==> config.mk <==
export PLATFORM = sky130hd
export DESIGN_NAME = ras_ckpt
export DESIGN_NICKNAME = d
export VERILOG_FILES = /design/src/rtl/ras_ckpt_pkg.sv /design/src/rtl/ras_ckpt.sv
export SDC_FILE = /design/constraint.sdc
export NUM_CORES = 1
export LEC_CHECK = 0
export CAP_MARGIN = 20
export CORE_ASPECT_RATIO = 0.9
export CORE_MARGIN = 5
export CORE_UTILIZATION = 53
export DETAILED_ROUTE_END_ITERATION = 6
export GPL_TIMING_DRIVEN = 0
export PLACE_DENSITY = 0.76
export SLEW_MARGIN = 5
export SYNTH_ARGS = -nofsm -noshare
export SYNTH_HDL_FRONTEND = slang
export SYNTH_SLANG_ARGS = --single-unit
==> constraint.sdc <==
create_clock -name clk_i -period 2.1 [get_ports clk_i]
set_input_delay 0.42 -clock clk_i [delete_from_list [all_inputs] [get_ports clk_i]]
set_output_delay 0.42 -clock clk_i [all_outputs]
set_load 0.05 [all_outputs]
==> src/rtl/ras_ckpt_pkg.sv <==
// Shared definitions for the checkpointed return-address stack.
package ras_ckpt_pkg;

  // Stack operation selected for the current cycle once flush/restore priority is applied.
  typedef enum logic [2:0] {
    OP_HOLD,
    OP_PUSH,
    OP_POP,
    OP_REPLACE,
    OP_UNDERFLOW
  } ras_op_e;

  // Index width that stays legal when only one checkpoint slot exists.
  function automatic int unsigned idx_width(input int unsigned n);
    return (n > 1) ? $clog2(n) : 1;
  endfunction

endpackage

==> src/rtl/ras_ckpt.sv <==
// Return-address stack with wrap-on-overflow, push/pop replace and
// single-cycle checkpoint restore of the top entry, tp and cnt.
module ras_ckpt
  import ras_ckpt_pkg::*;
#(
  parameter int unsigned DEPTH   = 2,
  parameter int unsigned VLEN    = 32,
  parameter int unsigned NR_CKPT = 4,
  localparam int unsigned TPW    = $clog2(DEPTH),
  localparam int unsigned CW     = $clog2(DEPTH + 1),
  localparam int unsigned IW     = idx_width(NR_CKPT)
) (
  input  logic            clk_i,
  input  logic            rst_ni,
  input  logic            flush_bp_i,
  input  logic            push_i,
  input  logic            pop_i,
  input  logic [VLEN-1:0] data_i,
  output logic [VLEN:0]   data_o,
  input  logic            ckpt_save_i,
  input  logic [IW-1:0]   ckpt_idx_i,
  input  logic            restore_i,
  input  logic [IW-1:0]   restore_idx_i,
  output logic            overflow_o,
  output logic            underflow_o
);

  typedef struct packed {
    logic            valid;
    logic [VLEN-1:0] ra;
  } ras_t;

  typedef struct packed {
    logic [TPW-1:0]  tp;
    logic [CW-1:0]   cnt;
    logic [VLEN-1:0] top;
  } ras_ckpt_t;

  logic [VLEN-1:0]    stack_q [DEPTH];
  logic [TPW-1:0]     tp_q;
  logic [CW-1:0]      cnt_q;
  ras_ckpt_t          ckpt_q [NR_CKPT];
  logic [NR_CKPT-1:0] ckpt_valid_q;
  logic               overflow_q;
  logic               underflow_q;

  logic      restore_hit;
  logic      flush_eff;
  logic      full;
  logic      empty;
  logic [TPW-1:0] tp_inc;
  logic [TPW-1:0] tp_dec;
  ras_op_e   op;
  ras_t      pred;
  ras_ckpt_t restore_ckpt;

  assign full         = (cnt_q == CW'(DEPTH));
  assign empty        = (cnt_q == '0);
  assign tp_inc       = (tp_q == TPW'(DEPTH - 1)) ? '0 : tp_q + TPW'(1);
  assign tp_dec       = (tp_q == '0) ? TPW'(DEPTH - 1) : tp_q - TPW'(1);
  assign restore_ckpt = ckpt_q[restore_idx_i];
  assign restore_hit  = restore_i && ckpt_valid_q[restore_idx_i];
  // Restoring from a slot that was never saved (or was flushed) leaves nothing to trust.
  assign flush_eff    = flush_bp_i || (restore_i && !ckpt_valid_q[restore_idx_i]);

  always_comb begin
    op = OP_HOLD;
    if (!flush_eff && !restore_i) begin
      unique case ({push_i, pop_i})
        2'b10:   op = OP_PUSH;
        2'b01:   op = empty ? OP_UNDERFLOW : OP_POP;
        2'b11:   op = empty ? OP_PUSH : OP_REPLACE;
        default: op = OP_HOLD;
      endcase
    end
  end

  always_comb begin
    pred.valid = !empty;
    pred.ra    = empty ? '0 : stack_q[tp_q];
  end

  assign data_o      = pred;
  assign overflow_o  = overflow_q;
  assign underflow_o = underflow_q;

  always_ff @(posedge clk_i or negedge rst_ni) begin
    if (!rst_ni) begin
      tp_q         <= '0;
      cnt_q        <= '0;
      ckpt_valid_q <= '0;
      overflow_q   <= 1'b0;
      underflow_q  <= 1'b0;
      for (int i = 0; i < DEPTH; i++) stack_q[i] <= '0;
      for (int i = 0; i < NR_CKPT; i++) ckpt_q[i] <= '0;
    end else begin
      overflow_q  <= 1'b0;
      underflow_q <= 1'b0;
      if (flush_eff) begin
        tp_q         <= '0;
        cnt_q        <= '0;
        ckpt_valid_q <= '0;
      end else if (restore_hit) begin
        tp_q                      <= restore_ckpt.tp;
        cnt_q                     <= restore_ckpt.cnt;
        stack_q[restore_ckpt.tp]  <= restore_ckpt.top;
      end else begin
        unique case (op)
          OP_PUSH: begin
            tp_q            <= tp_inc;
            stack_q[tp_inc] <= data_i;
            // A full stack wraps onto its oldest entry instead of growing.
            if (full) overflow_q <= 1'b1;
            else      cnt_q      <= cnt_q + CW'(1);
          end
          OP_POP: begin
            tp_q  <= tp_dec;
            cnt_q <= cnt_q - CW'(1);
          end
          OP_REPLACE:   stack_q[tp_q] <= data_i;
          OP_UNDERFLOW: underflow_q   <= 1'b1;
          default: ;
        endcase
      end
      // Save snapshots pre-update state; a same-slot restore above already read the old copy.
      if (ckpt_save_i && !flush_eff) begin
        ckpt_valid_q[ckpt_idx_i] <= 1'b1;
        ckpt_q[ckpt_idx_i]       <= '{tp: tp_q, cnt: cnt_q, top: stack_q[tp_q]};
      end
    end
  end

endmodule
==> flow_metrics.env, run 1 <==
export IMPL_status="finished with violations"
export IMPL_failed_checks="setup timing"
export IMPL_pwr_share_seq=0.420
export IMPL_cpMostUsedCell="buf_6"
export IMPL_num_rows=47
export IMPL_postLayoutCellArea_um2=13600
export IMPL_cp_arrival_ns=1.81
export IMPL_ioPinCount=78
export IMPL_clock_latency_ns=0.52
export IMPL_syn_avg_cell_area_um2=11.7
export IMPL_worstRegToRegCells=7
export IMPL_grt_ovfl_total=0
export IMPL_power_density_nw_per_um2=1030
export IMPL_fin_crit_sh=1.06
export IMPL_core_area_um2=18400
export IMPL_leakagePower_nw=5.74
export IMPL_ys_ff_latch=213
export IMPL_worstMarginPinSlew_ns=0.823
export IMPL_hp_class="primary input to register"
export IMPL_pwr_share_clk=0.294
export IMPL_r2r_end="ckpt_q[33]$_DFFE_PN0P_"
export IMPL_grt_max_degree=111
export IMPL_grt_use_total=0.286
export IMPL_drtIter0Drc=1068
export IMPL_crit_type="register to output port"
export IMPL_setup_violations=60
export IMPL_die_height_um=140
export IMPL_finClkSkew_ns=0.0212
export IMPL_drive_gt1_frac=0.355
export IMPL_final_nets=1058
export IMPL_fmax_ghz=0.449
export IMPL_synth_fp_nets=890
export IMPL_pwr_share_comb=0.286
export IMPL_holdPathStages=3
export IMPL_start_util=0.540
export IMPL_place_area_um2=11300
export IMPL_final_common_cell="dfrtp_1"
export IMPL_grt_pass1_wl_mm=48.9
export IMPL_internal_power_mw=9.61
export IMPL_grt_setup_unrepaired="true"
export IMPL_start_kind="register"
export IMPL_slew_viol_final=0
export IMPL_antenna_cells=0
export IMPL_cts_max_level=1
export IMPL_cp_end_kind="output port"
export IMPL_ctsLongestPathBuffers=3
export IMPL_dieArea_um2=21600
export IMPL_p_sw_frac=0.314
export IMPL_first_pass_iters=6
export IMPL_syn_to_final_growth_pct=36.9
export IMPL_clkTransAtPathRegs_ns=0.06
export IMPL_hold_end="overflow_o$_DFF_PN0_"
export IMPL_clock_sinks=213
export IMPL_cp_slowest_cell="dfrtp_1"
export IMPL_wl_per_cell_um=24.9
export IMPL_drv_cap=0
export IMPL_regToRegSetupSlack_ns=-0.04
export IMPL_totalWireLength_mm=31.7
export IMPL_io_buffers=75
export IMPL_cts_root_buffer="clkbuf_16"
export IMPL_total_power_mw=14.0
export IMPL_hpwl_mm=18.4
export IMPL_startpoint="cnt_q[1]$_DFFE_PN0P_"
export IMPL_syn_area_um2=9940
export IMPL_die_x_um=154
export IMPL_r2r_start="ckpt_valid_q[3]$_DFF_PN0_"
export IMPL_ant_nets=0
export IMPL_layout_common_cells="211 x dfrtp_1, 98 x nor2_1, 97 x a21oi_1, 62 x buf_4, 40 x nand2_1"
export IMPL_slew_headroom=0.451
export IMPL_grt_pass1_vias=8666
export IMPL_routabilityCongestion=0.838
export IMPL_yosysWarnings=0
export IMPL_min_from="push_i"
export IMPL_cts_made_buffers=23
export IMPL_crit_chain="buf_6 -> nor2_4 -> buf_6 -> clkbuf_16 -> nor2_4 -> buf_6"
export IMPL_vias=8315
export IMPL_crit_path_max_incr_delay_ns=0.39
export IMPL_yosysSeqAreaShare=0.536
export IMPL_setup_slack_ns=-0.128
export IMPL_cp_max_fo=5
export IMPL_drc=0
export IMPL_worstPathRequired_ns=1.68
export IMPL_finalHoldViolations=0
export IMPL_p_switching_mw=4.41
export IMPL_via_per_inst=6.52
export IMPL_synthCells=847
export IMPL_tritoncts="built"
export IMPL_finalWorstPathRequiredPeriod_ns=2.23
export IMPL_synthDistinctLibCells=43
export IMPL_ir_drop_mv=0.747
export IMPL_antenna_found_initial=0
-- worst max-delay path: cells and delay by family, from the launching register on --
family	cells	cell delay [ns]
flip-flops	1	0.39
buffers and inverters	4	0.63
AND/OR/NAND/NOR	2	0.26
-- Yosys cell counts (all sizes together) --
cell	number	area (um^2)
a211o	1	17.5
a31oi	1	6.26
o21ai	36	180
dfrtp	213	5330
nor4	5	50.1
inv	6	22.5
xnor2	3	26.3
mux4	35	788
nor3	4	25.0
and2	1	6.26
nor2b	3	26.3
o211ai	1	7.51
o41ai	1	8.76
a32oi	32	280
a21oi	97	485
mux2i	35	350
o31ai	2	20.0
or4	1	7.51
o2111ai	1	8.76
a32o	32	320
o22a	1	8.76
a21o	4	30.0
nor2	132	495
nand3	1	5.00
a21boi	1	7.51
o2bb2ai	32	280
mux2	42	589
nand2b	4	25.0
nand3b	1	7.51
buf	32	189
xor2	1	8.76
a22o	1	8.76
clkbuf	45	169
nand2	40	150
-- per-layer routing --
layer  vias up  global-route usage  wire length [um]
met5         -                   0                 0
met4         0              0.0850               893
met3        85              0.0583              2600
met2       480               0.465             15600
met1      4283               0.395             12700
li1       3467                   -                 -
-- worst max-delay path by stage --
stage                                    endpoint  depth (start not counted)
after global routing                   data_o[26]                          6
final                                  data_o[26]                          6
after detailed placement               data_o[13]                          5
after CTS                              data_o[21]                          6
after global placement     ckpt_q[53]$_DFFE_PN0P_                          1
after floorplan           stack_q[32]$_DFFE_PN0P_                          7
-- power groups by stage --
stage	sequential (mW)	combinational (mW)	clock, mW
floorplan	5.56	2.27	0
global placement	5.69	2.93	0
detailed placement	5.74	3.04	0
CTS	5.83	3.81	4.13
global route	5.99	4.30	4.29
finish	5.89	4.01	4.11
-- cell type report --
cell class / instances / area [um^2]
Tap cell: 245 / 307
Fill cell: 1140 / 4800
Multi-Input combinational cell: 551 / 4990
Buffer: 74 / 629
Clock inverter: 7 / 92.6
Clock buffer: 33 / 663
Timing Repair Buffer: 146 / 1570
Sequential cell: 213 / 5330
Inverter: 6 / 22.5
-- stage by stage --
stage | hold WS, ns | cells | setup TNS, ns | setup WS, ns | util
finish | 0.384 | 1275 | -3.54 | -0.128 | 0.739
global route | 0.397 | 1275 | -6.71 | -0.175 | 0.739
CTS | 0.367 | 1261 | -3.09 | -0.177 | 0.722
detailed placement | 0.467 | 1168 | -199.67 | -1.14 | 0.612
global placement | 0.456 | 1167 | -1962.50 | -8.33 | 0.610
floorplan | 0.124 | 847 | -1.64 | -0.0483 | -
-- flip-flops by register name, indices dropped and copies added (netlist names) --
name,cells
underflow_o,1
ckpt_q,140
ckpt_valid_q,4
cnt_q,2
tp_q,1
stack_q,64
overflow_o,1
-- kinds of logic after synthesis --
logic type	synth area share
buf+inv	0.0383
mux	0.174
compound gates	0.168
simple gates	0.0803
xor+xnor	0.00352
flops	0.536
-- timing repair --
item                                   CTS  global route
gates resized for setup                370           106
setup buffers                           47            18
setup endpoints to repair              239           193
cloned                                   6             2
hold buffers                             1             0
endpoints found under the hold margin    5             0
pin swaps                                8            31
Note: power is estimated with default switching activity, not from simulation.
==> inputs of run 2 (changes only) <==
- RECOVER_POWER: default -> 100
==> results of run 2 <==
Final layout, timing and power as in run 1 (identical DEF).
